--- config.mk ---
export PLATFORM = sky130hd
export DESIGN_NAME = pipe_ctrl_reg
export DESIGN_NICKNAME = d
export VERILOG_FILES = /design/src/rtl/pipe_pkg.sv /design/src/rtl/pipe_stage.sv /design/src/rtl/pipe_ctrl_reg.sv
export SDC_FILE = /design/constraint.sdc
export NUM_CORES = 1
export LEC_CHECK = 0
export ABC_CLOCK_PERIOD_IN_PS = 800
export BUFFER_PORTS_ARGS = -buffer_cell sky130_fd_sc_hd__buf_4
export CAP_MARGIN = 30
export CORE_MARGIN = 5
export CORE_UTILIZATION = 42
export CTS_CLUSTER_SIZE = 10
export DETAILED_ROUTE_END_ITERATION = 8
export PLACE_DENSITY = 0.76
export SYNTH_ARGS = -nofsm -noshare
export SYNTH_HDL_FRONTEND = slang
export SYNTH_HIERARCHICAL = 1
export SYNTH_SLANG_ARGS = --single-unit
--- constraint.sdc ---
create_clock -name clk -period 0.8 [get_ports clk]
set_input_delay 0.08 -clock clk [delete_from_list [all_inputs] [get_ports clk]]
set_output_delay 0.08 -clock clk [all_outputs]
set_load 0.1 [all_outputs]
--- src/rtl/pipe_pkg.sv ---
// pipe_pkg: shared pipeline control definitions.
//   ctrl_t    - decoded control bundle carried down the pipe
//   CTRL_W    - width of ctrl_t in bits (16)
//   CTRL_NOP  - all-zero bundle (every write enable inert)
//   sat_inc16 - saturating 16-bit increment used by the stats counters
package pipe_pkg;

    // 15 architectural control bits plus one spare bit that keeps the
    // bundle at a round 16 bits for the datapath registers.
    typedef struct packed {
        logic       pcsrc;
        logic       regwrite;
        logic       memtoreg;
        logic       memwrite;
        logic       branch;
        logic       alusrc;
        logic [1:0] flagwrite;
        logic [2:0] alucontrol;
        logic [3:0] cond;
        logic       spare;
    } ctrl_t;

    localparam int    CTRL_W   = $bits(ctrl_t);
    localparam ctrl_t CTRL_NOP = '0;

    function automatic logic [15:0] sat_inc16(input logic [15:0] v);
        return (v == 16'hFFFF) ? v : v + 16'd1;
    endfunction

endpackage

--- src/rtl/pipe_stage.sv ---
// pipe_stage: one control-pipeline stage (data + valid register).
//   clk, reset  - clock, async active-high reset
//   en          - advance; low holds the stage
//   flush       - loads the bubble (FLUSH_VAL / valid 0), beats en
//   d, valid_d  - bundle from the previous stage
//   q, valid_q  - registered bundle
module pipe_stage #(
    parameter int               WIDTH     = 16,
    parameter logic [WIDTH-1:0] FLUSH_VAL = '0
) (
    input  logic             clk,
    input  logic             reset,
    input  logic             en,
    input  logic             flush,
    input  logic [WIDTH-1:0] d,
    input  logic             valid_d,
    output logic [WIDTH-1:0] q,
    output logic             valid_q
);

    always_ff @(posedge clk or posedge reset) begin
        if (reset) begin
            q       <= FLUSH_VAL;
            valid_q <= 1'b0;
        end else if (flush) begin
            q       <= FLUSH_VAL;
            valid_q <= 1'b0;
        end else if (en) begin
            // An invalid bundle is replaced by the bubble so that any write
            // enables it carries can never fire downstream.
            q       <= valid_d ? d : FLUSH_VAL;
            valid_q <= valid_d;
        end
    end

endmodule

--- src/rtl/pipe_ctrl_reg.sv ---
// pipe_ctrl_reg: DEPTH-stage pipeline register for control bundles with
// per-stage flush, global stall and async reset.
//   clk, reset          - clock, async active-high reset
//   en                  - advance enable (0 = stall)
//   flush[DEPTH-1:0]    - per-stage kill, bit 0 nearest the input
//   d, valid_d          - incoming bundle and its valid
//   q, valid_q          - last stage bundle / valid (pure register outputs)
//   stage_valid         - valid bit of every stage
//   stall_cnt, bubble_cnt - saturating stats, only with PIPE_CTRL_STATS_EN
// Optional feature macro: PIPE_CTRL_STATS_EN
module pipe_ctrl_reg
    import pipe_pkg::*;
#(
    parameter int               WIDTH     = CTRL_W,
    parameter int               DEPTH     = 1,
    parameter logic [WIDTH-1:0] FLUSH_VAL = '0
) (
    input  logic             clk,
    input  logic             reset,
    input  logic             en,
    input  logic [DEPTH-1:0] flush,
    input  logic [WIDTH-1:0] d,
    input  logic             valid_d,
    output logic [WIDTH-1:0] q,
    output logic             valid_q,
    output logic [DEPTH-1:0] stage_valid
`ifdef PIPE_CTRL_STATS_EN
    ,
    output logic [15:0]      stall_cnt,
    output logic [15:0]      bubble_cnt
`endif
);

    logic [DEPTH-1:0][WIDTH-1:0] sdata;
    logic [DEPTH-1:0]            vld_pipe;

    for (genvar k = 0; k < DEPTH; k++) begin : g_stage
        logic [WIDTH-1:0] in_d;
        logic             in_v;
        if (k == 0) begin : g_head
            assign in_d = d;
            assign in_v = valid_d;
        end else begin : g_body
            assign in_d = sdata[k-1];
            assign in_v = vld_pipe[k-1];
        end

        pipe_stage #(.WIDTH(WIDTH), .FLUSH_VAL(FLUSH_VAL)) u_stage (
            .clk     (clk),
            .reset   (reset),
            .en      (en),
            .flush   (flush[k]),
            .d       (in_d),
            .valid_d (in_v),
            .q       (sdata[k]),
            .valid_q (vld_pipe[k])
        );
    end

    assign q           = sdata[DEPTH-1];
    assign valid_q     = vld_pipe[DEPTH-1];
    assign stage_valid = vld_pipe;

`ifdef PIPE_CTRL_STATS_EN
    // Valid of the last stage as it will be after the coming edge; the
    // bubble counter scores the post-edge state.
    logic prev_vld;
    logic last_vld_nxt;

    if (DEPTH == 1) begin : g_prev1
        assign prev_vld = valid_d;
    end else begin : g_prevn
        assign prev_vld = vld_pipe[DEPTH-2];
    end

    always_comb begin
        last_vld_nxt = valid_q;
        if (flush[DEPTH-1])
            last_vld_nxt = 1'b0;
        else if (en)
            last_vld_nxt = prev_vld;
    end

    always_ff @(posedge clk or posedge reset) begin
        if (reset) begin
            stall_cnt  <= 16'h0000;
            bubble_cnt <= 16'h0000;
        end else begin
            if (!en && valid_q)
                stall_cnt <= sat_inc16(stall_cnt);
            if (!last_vld_nxt)
                bubble_cnt <= sat_inc16(bubble_cnt);
        end
    end
`endif

endmodule

==> results of run 1 <==
-- cell type report --
| cell class | count | share of cell area (%) |
|---|---|---|
| Clock buffer | 4 | 1.92 |
| Tap cell | 17 | 1.56 |
| Inverter | 1 | 0.274 |
| Sequential cell | 17 | 35.8 |
| Multi-Input combinational cell | 40 | 19.2 |
| Timing Repair Buffer | 44 | 41.3 |
-- synthesized netlist by cell type --
library cell	instances	area [sq um]
dfrtp_1	17	425
a21oi_1	10	50.1
nand2b_1	10	62.6
nand3_1	10	50.1
a32o_1	6	60.1
buf_6	3	33.8
buf_2	2	10.0
buf_4	1	7.51
inv_1	1	3.75
mux2i_1	1	10.0
nor2_1	1	3.75
nor2_2	1	6.26
nor2b_2	1	8.76
-- state kept, by name, indices dropped and copies added (netlist names) --
name,flops
g_stage.u_stage/q,16
g_stage.u_stage/valid_q,1
-- report_power, final --
| part | total (mW) | internal [mW] | switching, mW | leakage, nW |
|---|---|---|---|---|
| combinational | 0.639 | 0.257 | 0.382 | 0.346 |
| sequential | 0.952 | 0.911 | 0.0404 | 0.201 |
| clock | 0.450 | 0.194 | 0.256 | 0.0150 |
| total | 2.04 | 1.36 | 0.679 | 0.562 |
-- through the flow --
stage	hold slack, ns	power (mW)	utilization, %	worst slack, ns	instance area [sq um]
6_report	0.0359	2.04	81.0	-0.264	1370
5_1_grt	0.0272	2.13	81.0	-0.301	1370
3_5_place_dp	0.111	1.48	63.6	0.00159	1070
4_1_cts	0.0279	2.04	78.6	-0.274	1330
2_1_floorplan	0.00642	1.33	-	-0.160	800
3_3_place_gp	0.109	1.47	63.6	0.0156	1070
-- kinds of logic after synthesis --
logic type	Yosys count
multiplexers	1
AO/OA/AOI/OAI	16
AND/OR/NAND/NOR	23
buffers and inverters	7
flip-flops	17
-- timing repair --
item                       in CTS  in global routing
hold endpoints to repair       19                  0
pin swaps                       0                  0
hold buffers                    2                  0
setup endpoints to repair      18                 25
resized for setup              50                  7
buffers inserted                0                  1
-- worst min-delay path by stage --
stage	from	to	slack, ns	depth (start not counted)
final	d[0]	g_stage[0].u_stage/q[0]$_DFFE_PP0P_	0.04	2
after global routing	d[12]	g_stage[0].u_stage/q[12]$_DFFE_PP0P_	0.03	2
after CTS	d[1]	g_stage[0].u_stage/q[1]$_DFFE_PP0P_	0.03	2
after detailed placement	reset	g_stage[0].u_stage/q[3]$_DFFE_PP0P_	0.11	3
after global placement	reset	g_stage[0].u_stage/q[11]$_DFFE_PP0P_	0.11	3
after floorplan	reset	g_stage[0].u_stage/q[0]$_DFFE_PP0P_	0.006	1
-- metal layers --
metal | global-route usage (%) | vias to the layer above | wire, microns
li1 | - | 308 | -
met1 | 19.4 | 309 | 807
met2 | 28.6 | 27 | 1060
met3 | 7.45 | 2 | 200
met4 | 7.86 | 0 | 10
met5 | 0 | - | 0
==> qor.csv, run 1 <==
stage,metric,value,unit
detailed_routing,Starting DRT DRC Count,13,
cts,"CTS clk-pin slew, worst paths",0.09,ns
setup_path,launch point of the worst path,g_stage[0].u_stage/valid_q$_DFFE_PP0P_,
timing,Final setup violation count,26,
setup_path,R2R cell count,3,
timing,unrepaired setup endpoints after global routing,yes,
flow_run,Max Cap Violations,0,
detailed_routing,first drt pass iteration count,4,
floorplanning,die width,51.7,microns
cells_and_area,most frequent cells in the layout,"buf_4, buf_12, dfrtp_4",
placed_design,port buffer count,38,
synth,multiplexer area fraction after synthesis,1.37,%
synth,xor/xnor cell area share of the yosys netlist,0,%
detailed_routing,via count,646,
detailed_routing,post-DR wirelength/cell,16.9,microns
detailed_routing,Via density,5.25,
timing,fin worst setup slack,-0.264,ns
synth,area of the mapped netlist,732,sq um
synth,post-synthesis adder-cell area fraction,0,%
synth,simple-gate share of the synthesized area,17.9,%
timing,Fmax,0.940,GHz
floorplanning,core area,0.00169,sq mm
synth,largest family of logic cells by synthesized area,simple AND/OR/NAND/NOR gates,
timing,part of the cycle the worst path needs,133,%
setup_path,delay of the slowest critical-path stage,0.52,ns
timing,Tmin final,1.06,ns
synth,register area share after synthesis,58.1,%
detailed_routing,DRC Markers,0,
setup_path,CP Capture Type,primary output,
detailed_routing,drt total wl,2070,microns
cells_and_area,Layout fillers,102,
grt,gr ovfl total,0,
grt,vias in the first global route,754,
synth,post-synth cell types,13,
power_and_ir_drop,Pwr per Cell Area,1490,mW/mm^2
setup_path,Crit Path Category,reg2out,
placed_design,routability cong.,0.689,
floorplanning,Chip Height,51.7,microns
grt,first-pass GRT wire length,3390,microns
floorplanning,die area,0.00268,sq mm
timing,final hold vios,0,
setup_path,reg2reg setup slack,-0.03,ns
timing,Worst slew margin,83.2,%
setup_path,kind of cell adding the most delay to the critical path,flip-flops,
floorplanning,initial core utilization,43.3,%
setup_path,critical path depth in cells,1,
synth,Post-Syn Nets,85,
timing,setup TNS,-4.52,ns
cells_and_area,Sequential Area,489,sq um
setup_path,crit path DAT,0.98,ns
detailed_routing,Final ANT Viol Nets,0,
cts,Clock Latency Late Sink,0.28,ns
setup_path,CP max stage cell,dfrtp_4,
cts,CTS tree,yes,
synth,warnings from Yosys,6,
cells_and_area,n_diodes,0,
cells_and_area,Post-layout nets,128,
cts,clock buffer depth,2,
grt,antenna violations before repair,0,
cts,clock sinks,17,
floorplanning,I/O Pins,39,
timing,fin. max-slew vios,0,
cts,clock root buffer,clkbuf_4,
power_and_ir_drop,Worst VDD drop,1120,uV
cts,total CTS buffers,3,
timing,worst slew pin tran,0.251,ns
floorplanning,Rows,15,
outcome,run status,"complete, but fails checks",
setup_path,Setup crit start kind,register,
cells_and_area,Non-Filler Instances,123,
setup_path,FF-to-FF Start,g_stage[0].u_stage/q[2]$_DFFE_PP0P_,
cts,CTS H-tree lvls,1,
synth,register bit count reported by yosys,17,
power_and_ir_drop,Leak Pwr,0.562,nW
synth,Compound-Gate Fraction of Synth Area,15.0,%
setup_path,Buf/Inv on CP,1,
synth,Post-Synthesis Cells,64,
grt,total track usage,17.4,%
cells_and_area,Area Growth Syn to Fin,86.8,%
setup_path,Critical Path End,stage_valid,
placed_design,post-detail-place hpwl,1350,microns
grt,largest net degree at the start of global routing,29,
outcome,failing checks,negative setup slack,
timing,clk_skew,0,ns
cells_and_area,"commonest non-fill, non-tap cell in the layout",buf_4,
cells_and_area,share of layout cells above drive strength 1,62.3,%
setup_path,CP Cell Sequence,buf_12,
setup_path,Critical Path RT,0.72,ns
placed_design,Cells after DPL,116,
cells_and_area,multi-input logic area,263,sq um
setup_path,crit path max fanout,3,
synth,Post-Syn Area per Cell,11.4,sq um
setup_path,RR Endpoint,g_stage[0].u_stage/q[2]$_DFFE_PP0P_,
min_path,Hold Path Class,in2reg,
Note: power is estimated with default switching activity, not from simulation.
==> inputs of run 2 (changes only) <==
- CTS_BUF_LIST: not set -> sky130_fd_sc_hd__clkbuf_16
- PLACE_DENSITY: 0.76 -> 0.79
==> qor.csv, run 2 (synthesis results as in run 1) <==
stage,metric,value,unit
outcome,run status,"complete, but fails checks",
outcome,failing checks,negative setup slack,
detailed_routing,Final ANT Viol Nets,0,
setup_path,crit path max fanout,3,
timing,Final setup violation count,24,
cts,CTS tree,yes,
cells_and_area,Post-layout nets,127,
setup_path,Setup crit start kind,register,
setup_path,delay of the slowest critical-path stage,0.50,ns
cells_and_area,max reg flops,16,
floorplanning,initial core utilization,43.3,%
cells_and_area,Area Growth Syn to Fin,91.3,%
setup_path,R2R cell count,2,
cts,Clock Latency Late Sink,0.25,ns
setup_path,reg2reg setup slack,-0.12,ns
placed_design,post-detail-place hpwl,1370,microns
cells_and_area,top flop regs,"g_stage.u_stage/q x16, g_stage.u_stage/valid_q x1",
floorplanning,die area,0.00268,sq mm
grt,first-pass GRT wire length,3240,microns
placed_design,Cells after DPL,116,
detailed_routing,via count,659,
power_and_ir_drop,Design Power,2.58,mW
placed_design,port buffer count,38,
setup_path,FF-to-FF Start,g_stage[0].u_stage/q[0]$_DFFE_PP0P_,
timing,unrepaired setup endpoints after global routing,yes,
setup_path,Critical Path End,stage_valid,
cts,total CTS buffers,3,
detailed_routing,Via density,5.40,
setup_path,Buf/Inv on CP,1,
cts,clock root buffer,clkbuf_16,
setup_path,critical path depth in cells,1,
detailed_routing,DRC Markers,0,
grt,vias in the first global route,652,
cts,clock sinks,17,
cells_and_area,Non-Filler Instances,122,
timing,Worst slew margin,82.2,%
placed_design,routability cong.,0.648,
cells_and_area,most frequent cells in the layout,"buf_4, buf_12, dfrtp_4",
floorplanning,I/O Pins,39,
grt,total track usage,17.2,%
cts,clock buffer depth,2,
cells_and_area,n_diodes,0,
detailed_routing,post-DR wirelength/cell,17.4,microns
cells_and_area,share of layout cells above drive strength 1,61.9,%
floorplanning,Rows,15,
grt,antenna violations before repair,0,
setup_path,RR Endpoint,g_stage[0].u_stage/q[0]$_DFFE_PP0P_,
detailed_routing,first drt pass iteration count,4,
floorplanning,core area,0.00169,sq mm
setup_path,launch point of the worst path,g_stage[0].u_stage/valid_q$_DFFE_PP0P_,
timing,fin worst setup slack,-0.211,ns
timing,Fmax,0.989,GHz
timing,fin. max-slew vios,0,
power_and_ir_drop,Leak Pwr,0.578,nW
power_and_ir_drop,Pwr per Cell Area,1840,mW/mm^2
cells_and_area,"commonest non-fill, non-tap cell in the layout",buf_4,
floorplanning,die width,51.7,microns
timing,worst slew pin tran,0.266,ns
grt,largest net degree at the start of global routing,29,
floorplanning,Chip Height,51.7,microns
timing,final hold vios,0,
cts,CTS H-tree lvls,1,
timing,Tmin final,1.01,ns
setup_path,CP max stage cell,dfrtp_4,
setup_path,CP Cell Sequence,buf_12,
cts,"CTS clk-pin slew, worst paths",0.05,ns
timing,clk_skew,0,ns
flow_run,Max Cap Violations,0,
detailed_routing,drt total wl,2120,microns
power_and_ir_drop,Worst VDD drop,1550,uV
setup_path,kind of cell adding the most delay to the critical path,flip-flops,
min_path,Hold Path Class,in2reg,
detailed_routing,Starting DRT DRC Count,9,
cells_and_area,Biggest register,g_stage.u_stage/q,
setup_path,CP Capture Type,primary output,
grt,gr ovfl total,0,
setup_path,Crit Path Category,reg2out,
setup_path,crit path DAT,0.93,ns
cells_and_area,Final Core Density,82.9,%
setup_path,Critical Path RT,0.72,ns
timing,part of the cycle the worst path needs,126,%
==> run 2: cell types whose count changed in the layout (fill, tap and decap cells not counted), sizes merged <==
cell / delta
dlygate4sd3: -1
clkbuf: -1
clkinv: +1
==> run 2: power breakdown <==
group | leakage [nW] | total [mW] | internal, mW | switching (mW)
registers | 0.201 | 0.953 | 0.914 | 0.0388
clock network | 0.0409 | 0.991 | 0.669 | 0.323
logic | 0.336 | 0.632 | 0.251 | 0.381
==> run 2: repair_timing <==
item,4_1_cts,5_1_grt
setup endpoints to repair,18,25
pin swaps,0,1
gates resized for setup,50,5
endpoints found under the hold margin,17,0
hold buffers,1,0
setup buffers,0,1
==> run 2: cell type report <==
cell class                 instances  area, sq um
clock inverter                     1         5.00
multi-input combinational         40          251
fill                              75          289
tap                               17         21.3
timing repair buffer              43          554
inverter                           1         3.75
clock buffer                       3         75.1
sequential                        17          489
==> run 2: through the flow <==
stage / cell area (sq um) / setup slack, ns / TNS [ns] / hold slack (ns)
final: 1400 / -0.211 / -3.56 / 0.0775
after CTS: 1370 / -0.211 / -3.47 / 0.0775
after detailed placement: 1070 / 0.00746 / 0 / 0.108
after floorplan: 800 / -0.160 / -2.15 / 0.00642
after global routing: 1400 / -0.227 / -4.00 / 0.0749
after global placement: 1070 / 0.0254 / 0 / 0.108
==> run 2: worst register-to-register path, delay by kind of cell (launching register included) <==
kind                   cells  cell delay (ns)
DFF                        1             0.49
AOI/OAI and AO/OA          1             0.20
buffers and inverters      1             0.12
==> run 2: worst min path at each step <==
stage	start	cells past startpoint	slack [ns]	end
after floorplan	reset	1	0.006	g_stage[0].u_stage/q[0]$_DFFE_PP0P_
after global placement	reset	3	0.11	g_stage[0].u_stage/q[2]$_DFFE_PP0P_
after global routing	d[12]	2	0.07	g_stage[0].u_stage/q[12]$_DFFE_PP0P_
after detailed placement	reset	3	0.11	g_stage[0].u_stage/q[2]$_DFFE_PP0P_
after CTS	d[12]	2	0.08	g_stage[0].u_stage/q[12]$_DFFE_PP0P_
final	d[12]	2	0.08	g_stage[0].u_stage/q[12]$_DFFE_PP0P_
==> run 2: metal layers <==
layer	track usage (%)	vias up	part of all wire (%)
li1	-	305	-
met1	20.4	326	41
met2	28.0	23	51
met3	4.01	5	5.1
met4	10.5	0	2.5
met5	0	-	0
